### config.mk
export PLATFORM = sky130hd
export DESIGN_NAME = sd_resp_rx_flat
export DESIGN_NICKNAME = d
export VERILOG_FILES = /design/src/rtl/sd_resp_rx_if.sv /design/src/rtl/sd_resp_rx.sv /design/src/flat_wrapper.sv
export SDC_FILE = /design/constraint.sdc
export NUM_CORES = 1
export LEC_CHECK = 0
export ABC_AREA = 1
export BUFFER_PORTS_ARGS = -buffer_cell sky130_fd_sc_hd__buf_2
export CAP_MARGIN = 25
export CORE_MARGIN = 2
export CORE_UTILIZATION = 47
export CTS_BUF_LIST = sky130_fd_sc_hd__clkbuf_16
export DETAILED_ROUTE_END_ITERATION = 8
export MAX_ROUTING_LAYER = met4
export PLACE_DENSITY = 0.7
export SLEW_MARGIN = 20
export SYNTH_ARGS = -nofsm -noshare
export SYNTH_HDL_FRONTEND = slang
export SYNTH_SLANG_ARGS = --single-unit
### constraint.sdc
create_clock -name clk -period 1.5 [get_ports clk]
set_input_delay 0 -clock clk [delete_from_list [all_inputs] [get_ports clk]]
set_output_delay 0 -clock clk [all_outputs]
set_load 0.02 [all_outputs]
### src/rtl/sd_resp_rx_if.sv
// CMD-line response receiver bus: sampling strobe, CMD line, request controls and decoded results.
interface sd_resp_rx_if;
  logic         sd_clk_rise;
  logic         cmd_in;
  logic         start;
  logic         long_resp;
  logic         crc_skip;
  logic         busy;
  logic         done;
  logic         timeout_err;
  logic         crc_err;
  logic         frame_err;
  logic [5:0]   resp_index;
  logic [31:0]  resp_arg;
  logic [127:0] resp_long;

  modport master (
    output sd_clk_rise, cmd_in, start, long_resp, crc_skip,
    input  busy, done, timeout_err, crc_err, frame_err, resp_index, resp_arg, resp_long
  );
  modport slave (
    input  sd_clk_rise, cmd_in, start, long_resp, crc_skip,
    output busy, done, timeout_err, crc_err, frame_err, resp_index, resp_arg, resp_long
  );
endinterface

### src/rtl/sd_resp_rx.sv
// SD CMD-line response receiver: 48/136-bit frames, CRC7 and framing checks, NCR timeout.
module sd_resp_rx #(
  parameter int NCR_MAX = 64
) (
  input  logic         clk,
  input  logic         rst_n,
  sd_resp_rx_if.slave  bus
);
  typedef enum logic [1:0] {IDLE, WAIT_START, RECV, CHECK} state_t;
  localparam int NW = $clog2(NCR_MAX + 1);

  state_t         state, state_nx;
  logic           is_long, skip, to_hit;
  logic [NW-1:0]  ncr;
  logic [7:0]     bcnt;
  logic [6:0]     crc;
  // Start bit is not stored; frame bit k sits at sr[k] once the frame is complete.
  logic [134:0]   sr;
  logic           done_q, to_q, cerr_q, ferr_q;
  logic [5:0]     idx_q;
  logic [31:0]    arg_q;
  logic [127:0]   long_q;

  logic stb, ncr_last, last_bit, crc_en;
  logic [7:0] flen;

  function automatic logic [6:0] crc7_step(input logic [6:0] c, input logic b);
    return {c[5:0], 1'b0} ^ ((b ^ c[6]) ? 7'h09 : 7'h00);
  endfunction

  assign stb      = bus.sd_clk_rise;
  assign flen     = is_long ? 8'd136 : 8'd48;
  assign ncr_last = (ncr == NW'(NCR_MAX - 1));
  assign last_bit = (bcnt == flen - 8'd1);
  // bcnt counts bits already taken, so the incoming bit is number bcnt+1.
  assign crc_en   = is_long ? (bcnt >= 8'd8 && bcnt <= 8'd127) : (bcnt <= 8'd39);

  always_ff @(posedge clk) begin
    if (!rst_n) state <= IDLE;
    else        state <= state_nx;
  end

  always_comb begin
    state_nx = state;
    case (state)
      IDLE:       if (bus.start) state_nx = WAIT_START;
      WAIT_START: if (stb) begin
                    if (!bus.cmd_in)   state_nx = RECV;
                    else if (ncr_last) state_nx = CHECK;
                  end
      RECV:       if (stb && last_bit) state_nx = CHECK;
      CHECK:      state_nx = IDLE;
      default:    state_nx = IDLE;
    endcase
  end

  always_ff @(posedge clk) begin
    if (!rst_n) begin
      is_long <= 1'b0; skip <= 1'b0; to_hit <= 1'b0;
      ncr <= '0; bcnt <= '0; crc <= '0; sr <= '0;
      done_q <= 1'b0; to_q <= 1'b0; cerr_q <= 1'b0; ferr_q <= 1'b0;
      idx_q <= '0; arg_q <= '0; long_q <= '0;
    end else begin
      done_q <= 1'b0;
      case (state)
        IDLE: if (bus.start) begin
          is_long <= bus.long_resp;
          skip    <= bus.crc_skip;
          to_hit  <= 1'b0;
          to_q    <= 1'b0; cerr_q <= 1'b0; ferr_q <= 1'b0;
          ncr     <= '0; bcnt <= '0; crc <= '0;
        end
        WAIT_START: if (stb) begin
          if (!bus.cmd_in) begin
            bcnt <= 8'd1;
            crc  <= crc7_step(crc, 1'b0);
          end else begin
            ncr <= ncr + NW'(1);
            if (ncr_last) to_hit <= 1'b1;
          end
        end
        RECV: if (stb) begin
          sr   <= {sr[133:0], bus.cmd_in};
          bcnt <= bcnt + 8'd1;
          if (crc_en) crc <= crc7_step(crc, bus.cmd_in);
        end
        CHECK: begin
          done_q <= 1'b1;
          if (to_hit) to_q <= 1'b1;
          else begin
            ferr_q <= (is_long ? sr[134] : sr[46]) | ~sr[0];
            cerr_q <= ~skip & (sr[7:1] != crc);
            idx_q  <= is_long ? sr[133:128] : sr[45:40];
            if (is_long) long_q <= {sr[127:1], 1'b0};
            else         arg_q  <= sr[39:8];
          end
        end
        default: ;
      endcase
    end
  end

  assign bus.busy        = (state != IDLE);
  assign bus.done        = done_q;
  assign bus.timeout_err = to_q;
  assign bus.crc_err     = cerr_q;
  assign bus.frame_err   = ferr_q;
  assign bus.resp_index  = idx_q;
  assign bus.resp_arg    = arg_q;
  assign bus.resp_long   = long_q;
endmodule

### src/flat_wrapper.sv
// flat-port wrapper written by rule: the top's interface ports become plain ports
module sd_resp_rx_flat 
#(
  parameter int NCR_MAX = 64
)
  (clk, rst_n, bus_sd_clk_rise, bus_cmd_in, bus_start, bus_long_resp, bus_crc_skip, bus_busy, bus_done, bus_timeout_err, bus_crc_err, bus_frame_err, bus_resp_index, bus_resp_arg, bus_resp_long);
  sd_resp_rx_if bus_i ();
  input  logic clk;
  input  logic rst_n;
  input wire logic [$bits(bus_i.sd_clk_rise)-1:0] bus_sd_clk_rise;
  input wire logic [$bits(bus_i.cmd_in)-1:0] bus_cmd_in;
  input wire logic [$bits(bus_i.start)-1:0] bus_start;
  input wire logic [$bits(bus_i.long_resp)-1:0] bus_long_resp;
  input wire logic [$bits(bus_i.crc_skip)-1:0] bus_crc_skip;
  output wire logic [$bits(bus_i.busy)-1:0] bus_busy;
  output wire logic [$bits(bus_i.done)-1:0] bus_done;
  output wire logic [$bits(bus_i.timeout_err)-1:0] bus_timeout_err;
  output wire logic [$bits(bus_i.crc_err)-1:0] bus_crc_err;
  output wire logic [$bits(bus_i.frame_err)-1:0] bus_frame_err;
  output wire logic [$bits(bus_i.resp_index)-1:0] bus_resp_index;
  output wire logic [$bits(bus_i.resp_arg)-1:0] bus_resp_arg;
  output wire logic [$bits(bus_i.resp_long)-1:0] bus_resp_long;
  assign bus_i.sd_clk_rise = bus_sd_clk_rise;
  assign bus_i.cmd_in = bus_cmd_in;
  assign bus_i.start = bus_start;
  assign bus_i.long_resp = bus_long_resp;
  assign bus_i.crc_skip = bus_crc_skip;
  assign bus_busy = bus_i.busy;
  assign bus_done = bus_i.done;
  assign bus_timeout_err = bus_i.timeout_err;
  assign bus_crc_err = bus_i.crc_err;
  assign bus_frame_err = bus_i.frame_err;
  assign bus_resp_index = bus_i.resp_index;
  assign bus_resp_arg = bus_i.resp_arg;
  assign bus_resp_long = bus_i.resp_long;
  sd_resp_rx #(.NCR_MAX(NCR_MAX)) u_core (.clk(clk), .rst_n(rst_n), .bus(bus_i));
endmodule
Word-level counts from Yosys, hierarchy flattened:

Cells that the tools add are included.
W data, S select, Z words.

* reduce and logical (&&, ||, !) cells: 19
* mux-type cells: 38
* add/sub/neg operators: 3
* eq/ne operators: 17
* bitwise operators: 9
* $lt $le $gt $ge: 3

Operator list (number)
* $mux W7: 7
* $mux W8: 5
* $pmux W8 S3: 1
* $pmux W7 S3: 1
* $pmux W7 S2: 1
* $xor A7 B7 Y7: 2
* $ne A2 B2 Y1 const B: 6
* $reduce_and A3 Y1: 4
* $mux W1: 10
* $mux W2: 5
* $reduce_and A5 Y1: 2
* $add A8 B1 Y8 const B: 1
* $eq A8 B8 Y1: 1
* $ge A8 B4 Y1 const B: 1
* $le A8 B6 Y1 const B: 1
* $le A8 B7 Y1 const B: 1
* $mux W4: 2
* $ne A2 B1 Y1 const B: 4
* $pmux W1 S2: 4
* $pmux W2 S4: 1
* $reduce_and A4 Y1: 2
* $sub A8 B1 Y8 const B: 1
* $add A7 B1 Y7 const B: 1
* $eq A7 B6 Y1 const B: 1
* 15 further kinds: 24

* flip-flop bits (word level): 331
* logic and storage cells: 104

Longest topological paths before layout:

Gate-level depths: netlist of run 1.

* depth in word-level cells: 6
* depth in mapped cells: 10

Worst setup path before layout of run 1:

Ideal clock, no wire load.

* kind: flip-flop to flip-flop
* from: reg u_core.state[0]
* to: reg u_core.bcnt[7]
* setup slack: -0.129 ns
* data required time: 1.382 ns
* cell stages (with the launch flop): 10
* arrival: 1.512 ns
* path buffers: 1
* clock period less this slack: 1.629 ns
* cells stage by stage: dfxtp_1 > inv_1 > ha_1 > nand2_2 > nand2_1 > nor3_2 > buf_4 > nand2_1 > nor3_1 > nor2_1

* cells in the longest elaborated chain, start to end: 3
* elaborated cells on any way between the ends: 10
* those cells by class: 6 x eq/ne; 1 x mux; 3 x reduce/logical

RTL lines
* start: declaration: RTL line sd_resp_rx.sv:12 `state_t state, state_nx;`
* start signal: assignment: RTL line sd_resp_rx.sv:40 `else state <= state_nx;`
* $eq A2 B1 Y1 (tied with other cells): RTL line sd_resp_rx.sv:65 `case (state)`
* $ne A2 B2 Y1 (no source line) / $reduce_bool A3 Y1 (equally long branches)
* $reduce_and A5 Y1 (no source line)
* end signal: assignment: RTL line sd_resp_rx.sv:84 `bcnt <= bcnt + 8'd1;`
* end: declaration: RTL line sd_resp_rx.sv:15 `logic [7:0] bcnt;`

Parallel ways exist; a longest one is shown, timed or not.
A chain may end at the register's enable or synchronous reset.

Final worst setup path of run 1:

* from: reg u_core.state[0]
* to: reg u_core.bcnt[4]

The elaborated chain is that of the path after synthesis.

==> flow_summary.ini, run 1 <==
[worst_hold_path]
hold_class = in -> reg
hold_depth = 4
hp-start = bus_sd_clk_rise

[worst_setup_path]
crit_arrival_ps = 2060
cp-end-kind = flip-flop
crit_type = reg -> reg
worstReg2RegStart = u_core.state[0]$_SDFFE_PN0P_
required_ps = 1940
reg2reg_depth = 12
cp-start-kind = flip-flop
path_max_fanout = 5
startpoint = u_core.state[0]$_SDFFE_PN0P_

[place]
post-dp-hpwl_mm = 18.34
port_buffers = 176
gp_congestion = 0.8472

[sta]
slew_headroom = 0.3467
holdWs_ps = 71.05
final_max_slew_viol_count = 0
rsz0062_at_grt = yes
min_period_ps = 1618
setup_viol = 268
setup_tns_ps = -9399
fin_ws_ps = -117.7
worst_slew_pin_slew_ps = 980.0
finalClockSkew_ps = 18.81
min_period_over_period = 1.078
final_hold_viol_count = 0
max_freq_ghz = 0.6182

[die]
dieArea_um2 = 27050
rows = 58
die_y_um = 164.5
core_area_um2 = 25250
die_x_um = 164.5
initial_core_util = 0.4792
ios = 178

[grt]
grt_pass1_wl_mm = 48.84
grt_usage = 0.2266
antenna_found_initial = 0
grt-ovfl-total = 0
grt_max_degree = 130
grt_pass1_vias = 9673

[flow_run]
drv_cap = 0

[clock_tree]
htreeDepth = 2
root_buffer = clkbuf_16
clockBufferDepth = 3
cts_tree = built
clock-sinks = 331
clk_pin_slew_ps = 60
clkLatencyLatePin_ps = 510
numCtsBuffers = 35

[yosys]
yosysWarnings = 0
yosys_register_bits = 331
synth_cell_types = 30
syn-instance-count = 1587
synth_area_leaders = dfxtp_1, nor2_1, o21ai_0
yosysTopAreaCell = dfxtp_1
yosysTopAreaCellShare = 0.5475
syn_area_per_cell_um2 = 7.626
syn_nets = 1602
syn-cell-area_um2 = 12100
ys_seq_area_frac = 0.5475

[detailed_routing]
drt_pass1_iterations = 5
drt-initial-drc-count = 1014
drc_errors = 0
ant_nets = 0
vias_per_cell = 5.176
wl_mm = 35.24
num_vias = 11247
drt-wirelength-per-cell_um = 16.22

[final_layout]
final_core_util = 0.6553
fin_nets = 1838
nFillCells = 2074
area_growth_syn_to_layout_pct = 36.74
mostFrequentLayoutCells = nor2_1, dfxtp_1, buf_2
drive_gt1_frac = 0.2843
num_antenna_cells = 0
final_common_cell = nor2_1

[power_and_ir_drop]
power_uw = 25890
cellPowerDensity_nw_per_um2 = 1565
p_leak_uw = 0.007633
ir_worst_vdd_v = 0.0009918

[outcome]
violations = negative setup slack
status = complete, but fails checks
[cell usage after synthesis]
cell / n
clkbuf_2: 1
o21ai_0: 270
o21ai_1: 39
xor2_1: 3
nand2_1: 87
buf_6: 12
buf_2: 22
o211ai_1: 1
nor3_2: 1
nor3_1: 3
buf_4: 4
inv_1: 40
a21oi_1: 18
conb_1: 1
nand4_1: 1
a211oi_1: 1
nor2_2: 1
xnor2_1: 4
inv_2: 5
dfxtp_1: 331
nand3b_1: 1
clkbuf_1: 61
ha_1: 8
nand3_1: 22
nor2_4: 2
nor2_8: 1
nand2_2: 2
a21o_1: 1
nor2_1: 636
a31oi_1: 8
[flip-flops by register name, indices dropped and copies added (netlist names), 2 cells and up]
signal,count
u_core.bcnt,8
u_core.crc,7
u_core.sr,135
u_core.bus.resp_long,127
u_core.bus.resp_arg,32
u_core.ncr,7
u_core.state,2
u_core.bus.resp_index,6
[metrics by stage]
stage	std cells	area (um2)	setup WS, ps
2_1_floorplan	1587	12150	-6.648
3_3_place_gp	2051	13630	-64.90
3_5_place_dp	2051	13630	-128.8
4_1_cts	2135	15160	-77.17
5_1_grt	2173	16550	-185.9
6_report	2173	16550	-117.7
[kinds of logic (layout without fill, tap and decap cells)]
family                     count (synthesis)  count (layout)  share of synthesized area
xor gates and xnor gates                   7               7                   0.005066
adders and majority gates                  8               8                   0.008271
DFF                                      331             331                     0.5475
other                                      1               1                  0.0003098
AOI/OAI and AO/OA                        338             338                     0.1412
and+or+nand+nor                          757             758                     0.2416
buffers and inverters                    145             400                    0.05603
[where the power goes]
group / internal [uW] / total, uW / switching [uW]
clock: 4430 / 7850 / 3410
combinational: 3010 / 6860 / 3850
sequential: 10100 / 11200 / 1120
total: 17500 / 25900 / 8380
[final timing paths]
path | end | slack, ps
max reg2reg | u_core.bcnt[4]$_SDFFE_PN0P_ | -120
min | u_core.sr[0]$_SDFFE_PN0P_ | 70
min reg2reg | u_core.ncr[4]$_SDFFE_PN0P_ | 460
max | u_core.bcnt[4]$_SDFFE_PN0P_ | -120
[per-layer routing]
metal	global-route usage	share of wire	up-vias
met5	-	0	-
met4	0.06640	0.026	0
met3	0.03717	0.061	72
met2	0.3549	0.47	410
met1	0.3034	0.44	5208
li1	-	-	5557
[final cells by class]
cell class | count | area (um2) | share of cell area
sequential | 331 | 6634 | 0.4008
tap | 330 | 412.9 | 0.02495
clock inverter | 20 | 96.34 | 0.005821
clock buffer | 37 | 925.9 | 0.05595
timing repair buffer | 297 | 2738 | 0.1654
inverter | 45 | 226.5 | 0.01368
multi-input combinational | 1112 | 5505 | 0.3327
timing repair inverter | 1 | 11.26 | 0.0006804
[critical path, cell delays in order, from the launching register on]
cell and delay, ps:
dfxtp_4 370, buf_6 110, inv_4 40, ha_4 170, nand2_4 90, nand2_4 60
nor3_4 180, buf_6 160, buf_6 110, nand2_1 40, nand2_1 90, nand2_1 70
nor2_1 70
[timing repair]
item / in CTS / in global routing
cloned: 5 / 30
endpoints found under the setup margin: 137 / 328
hold buffers: 5 / 0
pin swaps: 15 / 97
gates resized for setup: 92 / 275
endpoints found under the hold margin: 15 / 0
setup buffers: 18 / 9
(Power assumes the default switching activity.)
==> run 2, diff against run 1 <==
--- a/config.mk
+++ b/config.mk
@@ -9,11 +9,11 @@
 export BUFFER_PORTS_ARGS = -buffer_cell sky130_fd_sc_hd__buf_2
 export CAP_MARGIN = 25
 export CORE_MARGIN = 2
-export CORE_UTILIZATION = 47
+export CORE_UTILIZATION = 50
 export CTS_BUF_LIST = sky130_fd_sc_hd__clkbuf_16
 export DETAILED_ROUTE_END_ITERATION = 8
 export MAX_ROUTING_LAYER = met4
-export PLACE_DENSITY = 0.7
+export PLACE_DENSITY = 0.74
 export SLEW_MARGIN = 20
 export SYNTH_ARGS = -nofsm -noshare
 export SYNTH_HDL_FRONTEND = slang
==> run 2 against run 1 <==
Net effect: the flow still finishes with violations (negative setup slack); routed wire length decreased by 12%; clock power increased by 3.7%; power decreased by 2.6%; cell count decreased by 2.3%; die area decreased by 5.9%; fmax decreased by 0.54%; combinational power decreased by 13%; clock skew decreased by 7.7 ps; critical path type unchanged; critical endpoint is now u_core.bus.resp_long[108]$_SDFFE_PN0P_; highest routed layer unchanged.
==> flow_summary.ini, run 2 (synthesized netlist as in run 1, its figures left out) <==
[outcome]
status = complete, but fails checks
violations = negative setup slack

[worst_setup_path]
crit_path_frequent_cell = inv_4
crit_chain = ha_4 > inv_4 > nor2_4 > inv_4 > nor2_8 > buf_12 > buf_16 > o21ai_0 > nor2_1
cp-start-kind = flip-flop
path_buf_inv = 4
cp-end-kind = flip-flop
path_max_fanout = 21
required_ps = 1930
crit_type = reg -> reg
slowest_delay_ps = 390
crit_arrival_ps = 2060
crit_family = buffers and inverters
cp_slowest_cell = dfxtp_4

[power_and_ir_drop]
p_leak_uw = 0.007265
cellPowerDensity_nw_per_um2 = 1642
ir_worst_vdd_v = 0.001107

[detailed_routing]
wl_met2_mm = 14.25
drt-wirelength-per-cell_um = 14.55
drt_pass1_iterations = 5
wl_mm = 30.89
vias_per_cell = 5.121
ant_nets = 0
wl_met3_mm = 1.723
drt-initial-drc-count = 682
drc_errors = 0
num_vias = 10866
wl_met1_mm = 14.05
top_layer = met4

[grt]
grt_usage = 0.2351
grt_max_degree = 125
antenna_found_initial = 0
grt-ovfl-total = 0
grt_pass1_wl_mm = 49.30
grt_pass1_vias = 10008

[die]
die_y_um = 159.6
ios = 178
rows = 56
dieArea_um2 = 25470
initial_core_util = 0.5126
core_area_um2 = 23610
die_x_um = 159.6

[sta]
max_freq_ghz = 0.6148
min_period_over_period = 1.084
finalClockSkew_ps = 11.12
final_max_slew_viol_count = 0
min_period_ps = 1626
fin_ws_ps = -126.4
holdWs_ps = 313.1
rsz0062_at_grt = yes
setup_viol = 255
final_hold_viol_count = 0

[final_layout]
final_common_cell = nor2_1
drive_gt1_frac = 0.2141
area_growth_syn_to_layout_pct = 26.97
mostFrequentLayoutCells = nor2_1, dfxtp_1, o21ai_0
num_antenna_cells = 0
largest_reg_flops = 135
regMostFlops = u_core.sr
fin_nets = 1795
final_core_util = 0.6508
nFillCells = 2013

[worst_hold_path]
hold_class = in -> reg

[clock_tree]
clockBufferDepth = 3
clkLatencyLatePin_ps = 510
clock-sinks = 331
root_buffer = clkbuf_16
numCtsBuffers = 34
cts_tree = built
htreeDepth = 2
clk_pin_slew_ps = 60

[place]
post-dp-hpwl_mm = 18.03
gp_congestion = 0.8727
port_buffers = 176

[flow_run]
drv_cap = 0
-- run 2: area by class of cell --
cell class              instances  area, um2  area share
clock buffers                  37      925.9     0.06025
clock inverters                22      145.1    0.009445
inverters                      45      193.9     0.01262
multi-input cells            1111       5102      0.3320
flip-flops and latches        331       6634      0.4317
well taps                     319      399.1     0.02597
repair buffers                256       1958      0.1274
repair inverters                1      8.758   0.0005699
-- run 2: per-stage QoR --
step | power [uW] | TNS [ps] | setup slack (ps) | cells | area [um2]
2_1_floorplan | 14440 | -199.4 | -6.648 | 1587 | 12150
3_5_place_dp | 16320 | -8377 | -134.9 | 2041 | 13570
4_1_cts | 24790 | -2387 | -78.99 | 2116 | 15060
3_3_place_gp | 16170 | -2399 | -73.40 | 2041 | 13570
6_report | 25230 | -10380 | -126.4 | 2122 | 15370
5_1_grt | 26590 | -32820 | -193.7 | 2122 | 15370
-- run 2: power breakdown --
part | internal, uW | switching [uW] | total, uW
registers | 10100 | 1070 | 11100
logic | 2470 | 3480 | 5950
clock network | 4770 | 3370 | 8140
total | 17300 | 7920 | 25200
-- run 2: final timing paths --
check                          startpoint                                     end  cells past startpoint  slack (ps)
min                          bus_crc_skip                u_core.skip$_SDFFE_PN0P_                      4         310
min reg2reg    u_core.ncr[4]$_SDFFE_PN0P_              u_core.ncr[4]$_SDFFE_PN0P_                      2         450
max          u_core.state[1]$_SDFFE_PN0P_  u_core.bus.resp_long[108]$_SDFFE_PN0P_                      9        -130
max reg2reg  u_core.state[1]$_SDFFE_PN0P_  u_core.bus.resp_long[108]$_SDFFE_PN0P_                      9        -130
-- run 2: metal layers --
| metal | up-vias | global-route usage |
|---|---|---|
| met5 | - | - |
| met4 | 0 | 0.08347 |
| met3 | 63 | 0.04064 |
| met2 | 300 | 0.3650 |
| met1 | 5030 | 0.3098 |
| li1 | 5473 | - |
-- run 2: worst register-to-register path, delay by kind of cell, from the launching register on --
family / cells / cell delay (ps)
flip-flops: 1 / 390
buffers and inverters: 4 / 470
AND/OR/NAND/NOR: 3 / 430
adder cells (fa/ha/maj): 1 / 170
AO/OA/AOI/OAI: 1 / 90
-- run 2: repair_timing --
item,in CTS,in global routing
gates resized for setup,52,140
endpoints found under the hold margin,27,0
hold buffers,6,0
buffers inserted,6,1
gates cloned,4,7
endpoints found under the setup margin,274,308
pin swaps,6,28
==> run 3, diff against run 2 <==
--- a/config.mk
+++ b/config.mk
@@ -9,11 +9,11 @@
 export BUFFER_PORTS_ARGS = -buffer_cell sky130_fd_sc_hd__buf_2
 export CAP_MARGIN = 25
 export CORE_MARGIN = 2
-export CORE_UTILIZATION = 50
+export CORE_UTILIZATION = 51
 export CTS_BUF_LIST = sky130_fd_sc_hd__clkbuf_16
 export DETAILED_ROUTE_END_ITERATION = 8
 export MAX_ROUTING_LAYER = met4
-export PLACE_DENSITY = 0.74
+export PLACE_DENSITY = 0.75
 export SLEW_MARGIN = 20
 export SYNTH_ARGS = -nofsm -noshare
 export SYNTH_HDL_FRONTEND = slang
==> run 3 against run 2 <==
Net effect: the run still ends with negative setup slack left; power rose by 3.2%; clock skew rose by 4.3 ps; non-clock buffer count rose by 21; via count rose by 4.3%; final area rose by 5.8%; cell count rose by 1.0%; routed wire length rose by 13%; highest routed layer unchanged; worst hold slack got worse by 120 ps; core utilization rose by 4.4 points; clock power rose by 3.7%.
==> flow_summary.ini, run 3 (synthesized netlist as in run 1, its figures left out) <==
[grt]
grt-ovfl-total = 0
grt_pass1_vias = 9722
grt_pass1_wl_mm = 47.64
antenna_found_initial = 0
grt_max_degree = 100
grt_usage = 0.2375

[power_and_ir_drop]
p_leak_uw = 0.007504
internal_power_uw = 17830
p_comb_frac = 0.246
pwr-share-clk = 0.324
ir_worst_vdd_v = 0.0007840
pwr-share-seq = 0.429
switching_share = 0.3154
cellPowerDensity_nw_per_um2 = 1602
power_switching_uw = 8213

[worst_setup_path]
crit_arrival_ps = 2040
crit_type = reg -> reg
worstReg2RegStart = u_core.state[0]$_SDFFE_PN0P_
reg2reg_slack_ps = -120
worstReg2RegEnd = u_core.bus.resp_index[3]$_SDFFE_PN0P_
required_ps = 1910
crit_chain = ha_4 > inv_4 > nor2_4 > inv_4 > nor2_8 > buf_8 > buf_12 > nand2_1 > a31oi_1
path_buf_inv = 4
crit_path_frequent_cell = inv_4
crit_family = buffers and inverters
slowest_delay_ps = 400
cp-end-kind = flip-flop
reg2reg_depth = 9
cp_slowest_cell = dfxtp_4
path_max_fanout = 7
cp-start-kind = flip-flop

[worst_hold_path]
hold_class = in -> reg
hp-start = bus_sd_clk_rise
hold_depth = 6
min_to = u_core.bcnt[4]$_SDFFE_PN0P_

[clock_tree]
root_buffer = clkbuf_16
cts_tree = built
numCtsBuffers = 35
htreeDepth = 2
clkLatencyLatePin_ps = 510
clockBufferDepth = 3
clock-sinks = 331
clk_pin_slew_ps = 60

[sta]
setup_tns_ps = -14430
min_period_ps = 1622
rsz0062_at_grt = yes
max_freq_ghz = 0.6164
final_hold_viol_count = 0
holdWs_ps = 195.4
min_period_over_period = 1.081
final_max_slew_viol_count = 0
setup_viol = 299
fin_ws_ps = -122.2
finalClockSkew_ps = 15.40

[die]
ios = 178
rows = 56
dieArea_um2 = 24980
die_x_um = 158.1
core_area_um2 = 23400
die_y_um = 158.1
initial_core_util = 0.5172

[detailed_routing]
drt-initial-drc-count = 1017
ant_nets = 0
drt-wirelength-per-cell_um = 16.34
wl_mm = 35.03
drt_pass1_iterations = 6
num_vias = 11328
drc_errors = 0
vias_per_cell = 5.284

[place]
gp_congestion = 0.8764
post-dp-hpwl_mm = 17.49
port_buffers = 176
post-place-ws_ps = -177.4

[final_layout]
num_antenna_cells = 0
fin_nets = 1816
drive_gt1_frac = 0.2559
largest_reg_flops = 135
mostFrequentLayoutCells = nor2_1, dfxtp_1, buf_2
nFillCells = 1798
area_growth_syn_to_layout_pct = 34.29
final_common_cell = nor2_1
regMostFlops = u_core.sr

[outcome]
status = complete, but fails checks
violations = negative setup slack

[flow_run]
drv_cap = 0
-- run 3: cell count changes in the layout (fill, tap and decap cells not counted), moves of 3 or more --
cell,delta
buf_12,+3
nor2_1,+9
nand2_2,-3
buf_4,-4
o21ai_0,-19
nor2_2,-8
buf_6,-3
buf_16,+4
clkbuf_16,+20
o21ai_2,+64
buf_8,+4
o21ai_1,-46
-- run 3: worst register-to-register path, cell delays in order, from the launching register on --
cell and delay (ps):
dfxtp_4 400, ha_4 160, inv_4 40, nor2_4 120
inv_4 70, nor2_8 170, buf_8 180, buf_12 140
nand2_1 50, a31oi_1 190
-- run 3: layout make-up --
class | count | area [um2] | area share
inverters | 45 | 207.7 | 0.01278
clock buffers | 39 | 975.9 | 0.06005
multi-input cells | 1111 | 5345 | 0.3289
flip-flops and latches | 331 | 6636 | 0.4083
repair buffers | 277 | 2542 | 0.1564
clock inverters | 22 | 146.4 | 0.009007
well taps | 319 | 399.1 | 0.02456
-- run 3: how the worst max path moves through the flow --
stage | start | end | slack [ps] | depth (start not counted)
after floorplan | u_core.state[0]$_SDFFE_PN0P_ | u_core.bus.resp_long[100]$_SDFFE_PN0P_ | -7 | 10
after detailed placement | u_core.state[1]$_SDFFE_PN0P_ | u_core.crc[3]$_SDFFE_PN0P_ | -180 | 9
final | u_core.state[0]$_SDFFE_PN0P_ | u_core.bus.resp_index[3]$_SDFFE_PN0P_ | -120 | 9
after global routing | u_core.state[0]$_SDFFE_PN0P_ | u_core.crc[3]$_SDFFE_PN0P_ | -180 | 11
after global placement | u_core.state[1]$_SDFFE_PN0P_ | u_core.crc[3]$_SDFFE_PN0P_ | -90 | 9
after CTS | u_core.state[1]$_SDFFE_PN0P_ | u_core.crc[6]$_SDFFE_PN0P_ | -80 | 10
-- run 3: power groups by stage --
stage | sequential (uW) | clock (uW) | combinational, uW
2_1_floorplan | 11400 | 0 | 3020
3_3_place_gp | 11200 | 0 | 4870
3_5_place_dp | 11200 | 0 | 5010
4_1_cts | 11100 | 8550 | 5270
5_1_grt | 11300 | 8880 | 7040
6_report | 11200 | 8440 | 6420
-- run 3: repair_timing --
action	CTS	global route
pin swaps	6	82
cloned	6	29
buffers inserted	8	5
endpoints found under the hold margin	35	0
resized for setup	53	228
setup endpoints to repair	173	326
hold buffers	6	0
-- run 3: stage by stage --
step	total power (uW)	cells	util	area, um2
after floorplan	14440	1587	-	12150
after global placement	16080	2030	0.5769	13500
after detailed placement	16230	2030	0.5769	13500
after CTS	24890	2111	0.6413	15010
after global routing	27260	2144	0.6945	16250
final	26040	2144	0.6945	16250
-- run 3: per-layer routing --
metal / up-vias / track usage / share of wire
met5: - / - / 0
met4: 0 / 0.07508 / 0.027
met3: 73 / 0.04298 / 0.068
met2: 414 / 0.3689 / 0.47
met1: 5322 / 0.3162 / 0.43
li1: 5519 / - / -
